## config.mk

```make
export PLATFORM = sky130hd
export DESIGN_NAME = fpu_hazard_sched
export DESIGN_NICKNAME = d
export VERILOG_FILES = /design/src/rtl/fpu_hazard_pkg.sv /design/src/rtl/fpu_hazard_sched_load_use_det.sv /design/src/rtl/fpu_hazard_sched.sv
export SDC_FILE = /design/constraint.sdc
export NUM_CORES = 1
export LEC_CHECK = 0
export ABC_AREA = 1
export BUFFER_PORTS_ARGS = -buffer_cell sky130_fd_sc_hd__buf_4
export CORE_MARGIN = 1
export CORE_UTILIZATION = 30
export CTS_CLUSTER_DIAMETER = 30
export DETAILED_ROUTE_END_ITERATION = 12
export PLACE_DENSITY = 0.56
export SYNTH_ARGS = -nofsm -noshare
export SYNTH_HDL_FRONTEND = slang
export SYNTH_HIERARCHICAL = 1
export SYNTH_SLANG_ARGS = --single-unit
```

## constraint.sdc

```tcl
create_clock -name clk -period 1.9 [get_ports clk]
set_clock_uncertainty 0.05 [all_clocks]
set_input_delay 0.19 -clock clk [delete_from_list [all_inputs] [get_ports clk]]
set_output_delay 0.19 -clock clk [all_outputs]
set_load 0.01 [all_outputs]
```

## src/rtl/fpu_hazard_pkg.sv

```systemverilog
// fpu_hazard_pkg: shared types and constants for the FPU hazard scheduler.
// Contents: scheduler state encoding, default multi-cycle latency, register address width.
// No ports. Imported by hazard_load_use_det and fpu_hazard_sched.
package fpu_hazard_pkg;

  typedef enum logic [1:0] {
    IDLE   = 2'd0,
    MC_RUN = 2'd1,
    MC_WB  = 2'd2
  } state_e;

  localparam int MC_LAT_DEF = 8;
  localparam int REG_ADDR_W = 5;

endpackage

```

## src/rtl/fpu_hazard_sched_load_use_det.sv

```systemverilog
// hazard_load_use_det: combinational load-use hazard match on the integer and float files.
// Latency: zero (pure combinational). No backpressure; the result is consumed by the scheduler.
// Ports: decode source operands with file flags, EX destination with load/write flags -> hit.
module hazard_load_use_det
  import fpu_hazard_pkg::*;
(
  input  logic                  id_valid,
  input  logic [REG_ADDR_W-1:0] id_rs1,
  input  logic [REG_ADDR_W-1:0] id_rs2,
  input  logic                  id_rs1_f,
  input  logic                  id_rs2_f,
  input  logic                  id_uses_rs2,
  input  logic [REG_ADDR_W-1:0] ex_rd,
  input  logic                  ex_mem_read,
  input  logic                  ex_reg_write,
  input  logic                  ex_reg_write_f,
  output logic                  hit
);

  logic rs1_eq;
  logic rs2_eq;
  logic int_match;
  logic flt_match;

  assign rs1_eq = (id_rs1 == ex_rd);
  assign rs2_eq = (id_rs2 == ex_rd);

  // x0 is hardwired zero, so a load targeting it never creates a dependency.
  assign int_match = ex_reg_write && (ex_rd != '0) &&
                     ((!id_rs1_f && rs1_eq) || (id_uses_rs2 && !id_rs2_f && rs2_eq));

  // f0 is an ordinary register: no zero exemption on the float side.
  assign flt_match = ex_reg_write_f &&
                     ((id_rs1_f && rs1_eq) || (id_uses_rs2 && id_rs2_f && rs2_eq));

  assign hit = id_valid && ex_mem_read && (int_match || flt_match);

endmodule

```

## src/rtl/fpu_hazard_sched.sv

```systemverilog
// fpu_hazard_sched: load-use stall/bubble generation and multi-cycle FPU op sequencing.
// Latency: stall/bubble/start are combinational from the current cycle's inputs; busy/wb follow the state register.
// Backpressure: load-use stalls IF/ID for one cycle; a multi-cycle op freezes IF/ID/EX until its writeback cycle.
// Ports: clk, rst (sync, active high); decode/EX hazard inputs, branch_taken, fpu_done;
//        stall_fetch, stall_decode, stall_ex, bubble_ex, mc_start, mc_busy, mc_wb_valid.
// Build option: FPU_DONE_HANDSHAKE_EN -- when defined, MC_RUN ends on fpu_done instead of the MC_LAT countdown.
module fpu_hazard_sched
  import fpu_hazard_pkg::*;
#(
  parameter int MC_LAT = MC_LAT_DEF,
  parameter int CNT_W  = 4
) (
  input  logic                  clk,
  input  logic                  rst,
  input  logic                  id_valid,
  input  logic [REG_ADDR_W-1:0] id_rs1,
  input  logic [REG_ADDR_W-1:0] id_rs2,
  input  logic                  id_rs1_f,
  input  logic                  id_rs2_f,
  input  logic                  id_uses_rs2,
  input  logic [REG_ADDR_W-1:0] ex_rd,
  input  logic                  ex_mem_read,
  input  logic                  ex_reg_write,
  input  logic                  ex_reg_write_f,
  input  logic                  ex_mc_op,
  input  logic                  branch_taken,
  input  logic                  fpu_done,
  output logic                  stall_fetch,
  output logic                  stall_decode,
  output logic                  stall_ex,
  output logic                  bubble_ex,
  output logic                  mc_start,
  output logic                  mc_busy,
  output logic                  mc_wb_valid
);

  state_e           state_q, state_d;
  logic [CNT_W-1:0] cnt_q, cnt_d;
  logic             lu_hit;

`ifndef FPU_DONE_HANDSHAKE_EN
  logic unused_fpu_done;
  assign unused_fpu_done = fpu_done;
`endif

  hazard_load_use_det u_lu_det (
    .id_valid       (id_valid),
    .id_rs1         (id_rs1),
    .id_rs2         (id_rs2),
    .id_rs1_f       (id_rs1_f),
    .id_rs2_f       (id_rs2_f),
    .id_uses_rs2    (id_uses_rs2),
    .ex_rd          (ex_rd),
    .ex_mem_read    (ex_mem_read),
    .ex_reg_write   (ex_reg_write),
    .ex_reg_write_f (ex_reg_write_f),
    .hit            (lu_hit)
  );

  always_comb begin
    state_d      = state_q;
    cnt_d        = cnt_q;
    stall_fetch  = 1'b0;
    stall_decode = 1'b0;
    stall_ex     = 1'b0;
    bubble_ex    = 1'b0;
    mc_start     = 1'b0;
    mc_busy      = 1'b0;
    mc_wb_valid  = 1'b0;

    case (state_q)
      IDLE: begin
        if (branch_taken) begin
          // The instruction in ID is wrong-path: squash rather than stall it.
          bubble_ex = 1'b1;
        end else begin
          stall_fetch  = lu_hit;
          stall_decode = lu_hit;
          bubble_ex    = lu_hit;
          if (ex_mc_op) begin
            mc_start = 1'b1;
            cnt_d    = CNT_W'(MC_LAT - 1);
            state_d  = MC_RUN;
          end
        end
      end

      MC_RUN: begin
        // Load-use is masked here; the whole front end is frozen anyway.
        mc_busy      = 1'b1;
        stall_fetch  = 1'b1;
        stall_decode = 1'b1;
        stall_ex     = 1'b1;
`ifdef FPU_DONE_HANDSHAKE_EN
        if (cnt_q != '0) cnt_d = cnt_q - 1'b1;
        if (fpu_done) state_d = MC_WB;
`else
        if (cnt_q == '0) state_d = MC_WB;
        else             cnt_d   = cnt_q - 1'b1;
`endif
      end

      MC_WB: begin
        // Stalls drop so the op moves to MEM on this edge. Load-use is
        // evaluated against the held op, which is never a load.
        mc_busy      = 1'b1;
        mc_wb_valid  = 1'b1;
        stall_fetch  = lu_hit;
        stall_decode = lu_hit;
        bubble_ex    = lu_hit;
        state_d      = IDLE;
      end

      default: state_d = IDLE;
    endcase

    // Outputs are quiet during reset even though several are combinational.
    if (rst) begin
      stall_fetch  = 1'b0;
      stall_decode = 1'b0;
      stall_ex     = 1'b0;
      bubble_ex    = 1'b0;
      mc_start     = 1'b0;
      mc_busy      = 1'b0;
      mc_wb_valid  = 1'b0;
    end
  end

  always_ff @(posedge clk) begin
    if (rst) begin
      state_q <= IDLE;
      cnt_q   <= '0;
    end else begin
      state_q <= state_d;
      cnt_q   <= cnt_d;
    end
  end

endmodule
```

# [Word-level counts from Yosys, hierarchy flattened]
# Index checks and enable logic that the tools add are counted.
# W data, S select, Z words.
[totals] ram_bits=0 memories=0 latch_bits=0 input_bits=27 romBits=0 register_bits=6
[classes] add_sub_neg=1 n_mux=24 n_mul=0 order_cmp=0 shifts=0 n_div=0 n_eq_ne=8 n_reduce_logical=23 n_bitwise=0
[ops] operator="$mux W1" n=14
[ops] operator="$mux W4" n=3
[ops] operator="$logic_and A1 B1 Y1" n=11
[ops] operator="$eq A5 B5 Y1" n=2
[ops] operator="$ne A2 B2 Y1 const B" n=4
[ops] operator="$pmux W4 S2" n=1
[ops] operator="$mux W2" n=3
[ops] operator="$reduce_bool A5 Y1" n=1
[ops] operator="$logic_not A4 Y1" n=1
[ops] operator="$pmux W2 S2" n=1
[ops] operator="$reduce_and A4 Y1" n=1
[ops] operator="$sub A4 B1 Y4 const B" n=1
[ops] operator="$logic_or A1 B1 Y1" n=3
[ops] operator="$pmux W1 S3" n=1
[ops] operator="$reduce_and A3 Y1" n=1
[ops] operator="$eq A2 B1 Y1 const B" n=1
[ops] operator="$eq A2 B2 Y1 const B" n=1
[ops] operator="$logic_not A1 Y1" n=2
[ops] operator="$logic_not A2 Y1" n=1
[ops] operator="$pmux W1 S2" n=1
[ops] operator="$reduce_bool A2 Y1" n=1
[ops] operator="$reduce_or A2 Y1" n=1

# [Longest topological paths before layout]
# Gate-level depths: netlist of run 1.
[depth] ltp_word=10 mapped_depth=13 depth_no_buf=12

# [By module]
# Netlist of run 1, hierarchy kept.
[modules_own_cells] module="fpu_hazard_sched" area_each_um2=494.2 cells_each=76 seq_area_each_um2=120.1 n_inst=1
[modules_own_cells] module="hazard_load_use_det" area_each_um2=250.2 cells_each=57 seq_area_each_um2=0.0 n_inst=1

# [Worst setup path before layout of run 1]
# OpenSTA, ideal clock, no wires.
[synth_path] path_kind="in2out" startpoint="input id_rs1[1]" endpoint="output stall_fetch" slack_ns=0.325 t_arrival_ns=1.335 path_stages=11 required_time_ns=1.660 path_buffers=1 cell_sequence="xor2_1 nor2_1 nand4_1 nand2_1 nand2_1 a21oi_2 nand2_1 nand3_1 nand2_1 nor2_1 buf_4"
[synth_between] elab_chain_len=9 elab_cells_between_ends=12 classes_between="1 x eq/ne; 3 x mux; 8 x reduce/logical"
[synth_lines] item="start, declared" line_no="fpu_hazard_sched.sv:16" text="input logic [REG_ADDR_W-1:0] id_rs1,"
[synth_lines] item="$eq A5 B5 Y1 *" line_no="fpu_hazard_sched_load_use_det.sv:25" text="assign rs1_eq = (id_rs1 == ex_rd);"
[synth_lines] item="$logic_and A1 B1 Y1, on equally long branches" line_no="fpu_hazard_sched_load_use_det.sv:30, fpu_hazard_sched_load_use_det.sv:34"
[synth_lines] item="$logic_or A1 B1 Y1, on equally long branches" line_no="fpu_hazard_sched_load_use_det.sv:30, fpu_hazard_sched_load_use_det.sv:34"
[synth_lines] item="$logic_and A1 B1 Y1, on equally long branches" line_no="fpu_hazard_sched_load_use_det.sv:29, fpu_hazard_sched_load_use_det.sv:33"
[synth_lines] item="$logic_or A1 B1 Y1 *" line_no="fpu_hazard_sched_load_use_det.sv:36" text="assign hit = id_valid && ex_mem_read && (int_match || flt_match);"
[synth_lines] item="$logic_and A1 B1 Y1 *" line_no="fpu_hazard_sched_load_use_det.sv:36"
[synth_lines] item="named net lu_hit" line_no="fpu_hazard_sched.sv:39" text="logic lu_hit;"
[synth_lines] item="$mux W1"
[synth_lines] item="$pmux W1 S3 *"
[synth_lines] item="$mux W1 *"
[synth_lines] item="end, declared" line_no="fpu_hazard_sched.sv:28" text="output logic stall_fetch,"
# The timed path passes the listed nets; every way through them passes the cells marked *.

# [Worst setup path in the final report of run 1]
[layout_path] startpoint="input ex_rd[3]" endpoint="output stall_fetch"
[layout_between] elab_chain_len=9 elab_cells_between_ends=17 classes_between="2 x eq/ne; 3 x mux; 12 x reduce/logical"
[layout_lines] item="start, declared" line_no="fpu_hazard_sched.sv:21" text="input logic [REG_ADDR_W-1:0] ex_rd,"
[layout_lines] item="$eq A5 B5 Y1, on equally long branches" line_no="fpu_hazard_sched_load_use_det.sv:25, fpu_hazard_sched_load_use_det.sv:26"
[layout_lines] item="$logic_and A1 B1 Y1, on equally long branches" line_no="fpu_hazard_sched_load_use_det.sv:30, fpu_hazard_sched_load_use_det.sv:34"
[layout_lines] item="$logic_or A1 B1 Y1, on equally long branches" line_no="fpu_hazard_sched_load_use_det.sv:30, fpu_hazard_sched_load_use_det.sv:34"
[layout_lines] item="$logic_and A1 B1 Y1, on equally long branches" line_no="fpu_hazard_sched_load_use_det.sv:29, fpu_hazard_sched_load_use_det.sv:33"
[layout_lines] item="$logic_or A1 B1 Y1 *" line_no="fpu_hazard_sched_load_use_det.sv:36"
[layout_lines] item="$logic_and A1 B1 Y1 *" line_no="fpu_hazard_sched_load_use_det.sv:36"
[layout_lines] item="named net lu_hit" line_no="fpu_hazard_sched.sv:39"
[layout_lines] item="$mux W1" line_no="fpu_hazard_sched.sv:73" text="if (branch_taken) begin"
[layout_lines] item="$pmux W1 S3 *" line_no="fpu_hazard_sched.sv:71" text="case (state_q)"
[layout_lines] item="$mux W1 *" line_no="fpu_hazard_sched.sv:118" text="if (rst) begin"
# Marks and branches as above.

==> qor.json, run 1 <==
{
  "cts_sinks": {"value": 6},
  "path_class": {"value": "in -> out"},
  "detail-route-antenna-nets": {"value": 0},
  "clk_pin_slew_worst_paths": {"value": 50, "unit": "ps"},
  "drive_above_1_share": {"value": 28.1, "unit": "%"},
  "p_clk_share": {"value": 14.0, "unit": "%"},
  "grt_pass1_wl": {"value": 3230, "unit": "µm"},
  "drt_first_pass_iters": {"value": 4},
  "hold_buffers": {"value": 0},
  "drc_violations_left": {"value": 0},
  "crit_reg_reg_startpoint": {"value": "state_q[0]"},
  "die_w": {"value": 51.8, "unit": "µm"},
  "antenna-diode-count": {"value": 0},
  "relSlewSlack": {"value": 84.7, "unit": "%"},
  "outcome": {"value": "finished, final reports clean"},
  "groute.usage.overall": {"value": 15.8, "unit": "%"},
  "post-route-min-period": {"value": 1720, "unit": "ps"},
  "dp_hpwl": {"value": 1480, "unit": "µm"},
  "r2r_slack": {"value": 400, "unit": "ps"},
  "drt-vias-per-instance": {"value": 4.50},
  "gr-total-overflow": {"value": 0},
  "grt_pass1_vias": {"value": 834},
  "mostFrequentLayoutCell": {"value": "sky130_fd_sc_hd__nand2_1"},
  "combinationalPowerShare": {"value": 62.3, "unit": "%"},
  "synth_nets": {"value": 167},
  "cts_tree": {"value": "yes"},
  "detailedPlace.worstSlack": {"value": 171, "unit": "ps"},
  "grt_start_max_net_pins": {"value": 8},
  "cts_made_buffers": {"value": 3},
  "post-route-period-util": {"value": 90.5, "unit": "%"},
  "num_vias": {"value": 877},
  "vdd_drop_max": {"value": 466, "unit": "µV"},
  "max_freq": {"value": 582, "unit": "MHz"},
  "post_synth_num_cell_types": {"value": 17},
  "final_cell_mix": {"value": "46 x sky130_fd_sc_hd__nand2_1, 32 x sky130_fd_sc_hd__buf_4, 23 x sky130_fd_sc_hd__inv_1, 15 x sky130_fd_sc_hd__nor2_1, 7 x sky130_fd_sc_hd__nand3_1"},
  "synth_sequential_area_ratio": {"value": 16.1, "unit": "%"},
  "p_sw_share": {"value": 46.2, "unit": "%"},
  "top_cell_type_by_total_area_after_synthesis": {"value": "sky130_fd_sc_hd__nand2_1"},
  "synth.area.top_cells": {"value": "sky130_fd_sc_hd__nand2_1 23%, sky130_fd_sc_hd__dfxtp_1 16%, sky130_fd_sc_hd__ha_1 12%"},
  "reg2reg_to": {"value": "cnt_q[3]"},
  "cp_data_required_time": {"value": 1660, "unit": "ps"},
  "cts-root-to-sink-buffers": {"value": 2},
  "cellLeakagePower": {"value": 0.596, "unit": "nW"},
  "final_nets": {"value": 203},
  "yosysWarnings": {"value": 6},
  "dieHeight": {"value": 51.8, "unit": "µm"},
  "layout_setup_ws": {"value": 181, "unit": "ps"},
  "cts_setup_buffers": {"value": 0},
  "die_area": {"value": 2680, "unit": "µm²"},
  "antenna_found_initial": {"value": 0},
  "syn_inst": {"value": 133},
  "htreeDepth": {"value": 1},
  "post_synth.cell_area_avg": {"value": 5.60, "unit": "µm²"},
  "insertion_delay_of_the_later_clocked_pin_in_the_worst_skew_pair": {"value": 260, "unit": "ps"},
  "syn2layout_area_growth": {"value": 39.3, "unit": "%"},
  "first_iter_violations": {"value": 21},
  "cts_root_buffer": {"value": "sky130_fd_sc_hd__clkbuf_4"},
  "power-per-cell-area": {"value": 870, "unit": "nW/µm²"},
  "yosys_register_bits": {"value": 6},
  "floorplan.core_area": {"value": 2280, "unit": "µm²"},
  "cts_resized": {"value": 0},
  "initial_core_util": {"value": 32.7, "unit": "%"},
  "synth_top_area_share": {"value": 23.2, "unit": "%"},
  "start_kind": {"value": "primary input"},
  "worstRegToRegCells": {"value": 6},
  "hold_path_end": {"value": "state_q[0]"},
  "boundaryPins": {"value": 34},
  "final.setup.tns": {"value": 0, "unit": "ps"},
  "hold_viol_final": {"value": 0},
  "route.detailed.wl_per_inst": {"value": 8.93, "unit": "µm"},
  "row_count": {"value": 17},
  "pwr-share-seq": {"value": 23.7, "unit": "%"},
  "final_max_slew_viol_count": {"value": 0},
  "timing.critical_path.fanout_max": {"value": 3},
  "hp-start": {"value": "rst"},
  "report.power.total": {"value": 0.000903, "unit": "W"},
  "max_slew.worst_pin.slew": {"value": 229, "unit": "ps"},
  "hold_crit_class": {"value": "in -> reg"},
  "hold-path-cell-count": {"value": 2},
  "post-route-util": {"value": 45.6, "unit": "%"},
  "arrival": {"value": 1480, "unit": "ps"},
  "net-switching-power": {"value": 0.000417, "unit": "W"},
  "globalplace.congestion": {"value": 0.716},
  "detail_route.wirelength": {"value": 1740, "unit": "µm"},
  "finalSetupViolations": {"value": 0},
  "maxCapViolations": {"value": 0},
  "p_int": {"value": 0.000485, "unit": "W"},
  "grt_setup_unrepaired": {"value": "no"},
  "cell_area_after_synthesis": {"value": 744, "unit": "µm²"},
  "port_buffers": {"value": 32},
  "timing.critical_path.to_type": {"value": "output port"}
}
-- how the worst max path moves through the flow --
stage / from / endpoint / slack (ps)
global route: ex_rd[0] / stall_decode / 5
floorplan: id_rs1[1] / stall_fetch / 330
finish: ex_rd[3] / stall_fetch / 180
CTS: state_q[1] / stall_fetch / 110
global placement: ex_rd[3] / stall_fetch / 200
detailed placement: ex_rd[3] / stall_fetch / 170
-- layout make-up --
type / instances / area [µm²]
Fill cell: 252 / 1240
Multi-Input combinational cell: 99 / 518
Timing Repair Buffer: 32 / 240
Sequential cell: 6 / 120
Inverter: 27 / 101
Tap cell: 28 / 35.0
Clock buffer: 3 / 22.5
-- power by group through the flow --
stage	registers (W)	logic, W	clock network [W]
after floorplan	0.000206	0.000412	0
after global placement	0.000216	0.000551	0
after detailed placement	0.000215	0.000560	0
after CTS	0.000214	0.000560	0.000129
after global routing	0.000224	0.000657	0.000138
final	0.000214	0.000563	0.000126
-- synth_stat cells (all sizes together) --
master / n
dfxtp: 6
nand3: 8
a21oi: 6
xnor2: 2
nand4: 6
nor2: 19
o21ai: 3
xor2: 1
inv: 27
nand2: 46
ha: 7
buf: 1
or2: 1
-- kinds of logic after synthesis --
group           Yosys count  share of synthesized area, %
flops                     6                          16.1
simple gates             80                          47.4
buf+inv                  28                          14.6
fa+ha+maj                 7                          11.8
xor+xnor                  3                          3.53
compound gates            9                          6.55
-- registers in the layout, indices dropped and copies added, names as in the netlist --
signal and cells:
state_q 2, cnt_q 4
-- per-stage QoR --
| step | cell area [µm²] | std cells | hold slack, ps |
|---|---|---|---|
| 5_1_grt | 1040 | 195 | 102 |
| 2_1_floorplan | 744 | 133 | 209 |
| 6_report | 1040 | 195 | 100 |
| 3_3_place_gp | 1010 | 192 | 364 |
| 3_5_place_dp | 1010 | 192 | 369 |
| 4_1_cts | 1030 | 195 | 95.4 |
-- worst max-delay path: stages --
cell                      delay [ps]
sky130_fd_sc_hd__buf_4            90
sky130_fd_sc_hd__inv_1            60
sky130_fd_sc_hd__nand2_1          60
sky130_fd_sc_hd__nand2_1          60
sky130_fd_sc_hd__nor2_1          140
sky130_fd_sc_hd__nand4_1         110
sky130_fd_sc_hd__nand2_1          70
sky130_fd_sc_hd__nand2_1          60
sky130_fd_sc_hd__a21oi_2         170
sky130_fd_sc_hd__nand3_1         100
sky130_fd_sc_hd__nand3_1          70
sky130_fd_sc_hd__nand2_1          50
sky130_fd_sc_hd__nor2_1          120
sky130_fd_sc_hd__buf_4           140
-- metal layers --
layer  up-vias  share of wire, %  track usage [%]
met5         -                 0                0
met4         0               1.4             7.21
met3         3               5.6             2.63
met2        29                46             28.8
met1       372                47             17.7
li1        473                 -                -
(Power assumes the default switching activity.)
==> run 2: changes to the inputs <==
--- a/config.mk
+++ b/config.mk
@@ -12,6 +12,7 @@
 export CTS_CLUSTER_DIAMETER = 30
 export DETAILED_ROUTE_END_ITERATION = 12
 export PLACE_DENSITY = 0.56
+export RECOVER_POWER = 100
 export SYNTH_ARGS = -nofsm -noshare
 export SYNTH_HDL_FRONTEND = slang
 export SYNTH_HIERARCHICAL = 1
==> qor.json, run 2 (synthesized netlist as in run 1, its figures left out) <==
{
  "globalplace.congestion": {"value": 0.716, "change": "unchanged"},
  "post-route-util": {"value": 44.4, "unit": "%", "change": "-1.2 points"},
  "dp_hpwl": {"value": 1480, "unit": "µm", "change": "unchanged"},
  "power-per-cell-area": {"value": 857, "unit": "nW/µm²", "change": "-1.5%"},
  "mostFrequentLayoutCell": {"value": "sky130_fd_sc_hd__nand2_1"},
  "drive_above_1_share": {"value": 25.1, "unit": "%", "change": "-3.0 points"},
  "timing.critical_path.fanout_max": {"value": 3, "change": "unchanged"},
  "antenna_found_initial": {"value": 0, "change": "unchanged"},
  "cpLargestDelayFamily": {"value": "simple AND/OR/NAND/NOR gates"},
  "gr-total-overflow": {"value": 0, "change": "unchanged"},
  "cts-root-to-sink-buffers": {"value": 2, "change": "unchanged"},
  "r2r_slack": {"value": 290, "unit": "ps", "change": "-110 ps"},
  "htreeDepth": {"value": 1, "change": "unchanged"},
  "slowest_cell_on_the_critical_path": {"value": "sky130_fd_sc_hd__a21oi_2"},
  "hold_crit_class": {"value": "in -> reg"},
  "drc_violations_left": {"value": 0, "change": "unchanged"},
  "final_cell_mix": {"value": "46 x sky130_fd_sc_hd__nand2_1, 29 x sky130_fd_sc_hd__buf_4, 23 x sky130_fd_sc_hd__inv_1, 16 x sky130_fd_sc_hd__nor2_1, 8 x sky130_fd_sc_hd__nand3_1"},
  "top_register": {"value": "cnt_q"},
  "grt_pass1_wl": {"value": 3230, "unit": "µm", "change": "unchanged"},
  "drt_first_pass_iters": {"value": 4, "change": "unchanged"},
  "maxCapViolations": {"value": 0, "change": "unchanged"},
  "hold_viol_final": {"value": 0, "change": "unchanged"},
  "num_vias": {"value": 878, "change": "+0.11%"},
  "detail_route.wirelength": {"value": 1740, "unit": "µm", "change": "+0.11%"},
  "worst_setup_path_startpoint": {"value": "ex_rd[3]"},
  "grt_start_max_net_pins": {"value": 8, "change": "unchanged"},
  "max_freq": {"value": 582, "unit": "MHz", "change": "about the same"},
  "cellLeakagePower": {"value": 0.580, "unit": "nW", "change": "-2.6%"},
  "port_buffers": {"value": 32, "change": "unchanged"},
  "outcome": {"value": "finished, final reports clean"},
  "hp-start": {"value": "rst"},
  "cts_root_buffer": {"value": "sky130_fd_sc_hd__clkbuf_4"},
  "syn2layout_area_growth": {"value": 35.8, "unit": "%"},
  "clk_pin_slew_worst_paths": {"value": 50, "unit": "ps", "change": "about the same"},
  "grt_setup_unrepaired": {"value": "no"},
  "finalSetupViolations": {"value": 0, "change": "unchanged"},
  "floorplan.core_area": {"value": 2280, "unit": "µm²", "change": "unchanged"},
  "initial_core_util": {"value": 32.7, "unit": "%", "change": "unchanged"},
  "fillers": {"value": 256, "change": "+1.6%"},
  "row_count": {"value": 17, "change": "unchanged"},
  "final_max_slew_viol_count": {"value": 0, "change": "unchanged"},
  "cts_made_buffers": {"value": 3, "change": "unchanged"},
  "groute.usage.overall": {"value": 15.8, "unit": "%", "change": "unchanged"},
  "timing.critical_path.to_type": {"value": "output port"},
  "dieHeight": {"value": 51.8, "unit": "µm", "change": "unchanged"},
  "crit_reg_reg_startpoint": {"value": "state_q[0]"},
  "final_nets": {"value": 203, "change": "unchanged"},
  "cts_sinks": {"value": 6, "change": "unchanged"},
  "cts_tree": {"value": "yes"},
  "detail-route-antenna-nets": {"value": 0, "change": "unchanged"},
  "drt-vias-per-instance": {"value": 4.50, "change": "+0.11%"},
  "route.detailed.wl_per_inst": {"value": 8.94, "unit": "µm", "change": "+0.11%"},
  "start_kind": {"value": "primary input"},
  "post-route-period-util": {"value": 90.5, "unit": "%", "change": "about the same"},
  "post-route-min-period": {"value": 1720, "unit": "ps", "change": "-0.501 ps"},
  "first_iter_violations": {"value": 13, "change": "-38%"},
  "antenna-diode-count": {"value": 0, "change": "unchanged"},
  "grt_pass1_vias": {"value": 834, "change": "unchanged"},
  "boundaryPins": {"value": 34, "change": "unchanged"},
  "seqCellArea": {"value": 120, "unit": "µm²", "change": "unchanged"},
  "cp_num_buf_inv": {"value": 3, "change": "unchanged"},
  "hold_buffers": {"value": 0, "change": "unchanged"},
  "die_area": {"value": 2680, "unit": "µm²", "change": "unchanged"},
  "die_w": {"value": 51.8, "unit": "µm", "change": "unchanged"},
  "multi_input_comb_area": {"value": 503, "unit": "µm²", "change": "-2.9%"},
  "path_class": {"value": "in -> out"},
  "vdd_drop_max": {"value": 430, "unit": "µV", "change": "-7.7%"},
  "arrival": {"value": 1480, "unit": "ps", "change": "about the same"},
  "max_slew.worst_pin.slew": {"value": 274, "unit": "ps", "change": "+45.2 ps"},
  "path_cells": {"value": "buf_4, inv_1, nand2_1, nand2_1, nor2_1, nand4_1, nand2_1, nand2_1, a21oi_2, nand3_1, nand3_1, nand2_1, nor2_1, buf_4"},
  "flip_flop_count_of_the_largest_register_after_layout": {"value": 4, "change": "unchanged"},
  "final.setup.tns": {"value": 0, "unit": "ps", "change": "unchanged"},
  "largest_registers": {"value": "cnt_q x4, state_q x2"},
  "max_stage_delay": {"value": 170, "unit": "ps", "change": "about the same"},
  "cp_data_required_time": {"value": 1660, "unit": "ps", "change": "about the same"},
  "insertion_delay_of_the_later_clocked_pin_in_the_worst_skew_pair": {"value": 250, "unit": "ps", "change": "about the same"},
  "path_common_cell": {"value": "sky130_fd_sc_hd__nand2_1"},
  "relSlewSlack": {"value": 81.7, "unit": "%", "change": "-3.0 points"}
}
## run 2: repair_timing
action | 4_1_cts | 5_1_grt
gates resized for setup | 0 | 1
endpoints found under the hold margin | 0 | 0
endpoints found under the setup margin | 0 | 2
setup buffers | 0 | 0
## run 2: final cells by class
class,instances,share of cell area [%]
repair buffers,32,22.6
clock buffers,3,2.23
multi-input cells,99,49.8
inverters,27,10.0
well taps,28,3.47
flip-flops and latches,6,11.9
## run 2: per-layer routing
layer	GRT usage, %	routed length, µm	share of wire [%]
met5	0	0	0
met3	2.63	95	5.5
met2	28.8	796	46
met4	7.21	25	1.4
met1	17.7	825	47
## run 2: stage by stage
step	power [W]	setup WS [ps]	instances	hold WS, ps	instance area (µm²)
6_report	0.000867	181	195	100	1010
5_1_grt	0.000985	4.73	195	102	1010
4_1_cts	0.000903	107	195	95.4	1030
3_5_place_dp	0.000775	171	192	369	1010
3_3_place_gp	0.000766	196	192	364	1010
2_1_floorplan	0.000618	325	133	209	744
## run 2: path summary, 6_finish.rpt
path	endpoint	cells past startpoint
setup / recovery	stall_fetch	14
hold / removal	state_q[0]	2
setup reg to reg	cnt_q[2]	6
hold reg to reg	state_q[1]	2
## run 2: power breakdown
group          leakage, nW  internal [W]  switching [W]
clock               0.0138     0.0000719      0.0000537
sequential          0.0496      0.000175      0.0000388
combinational        0.517      0.000218       0.000309
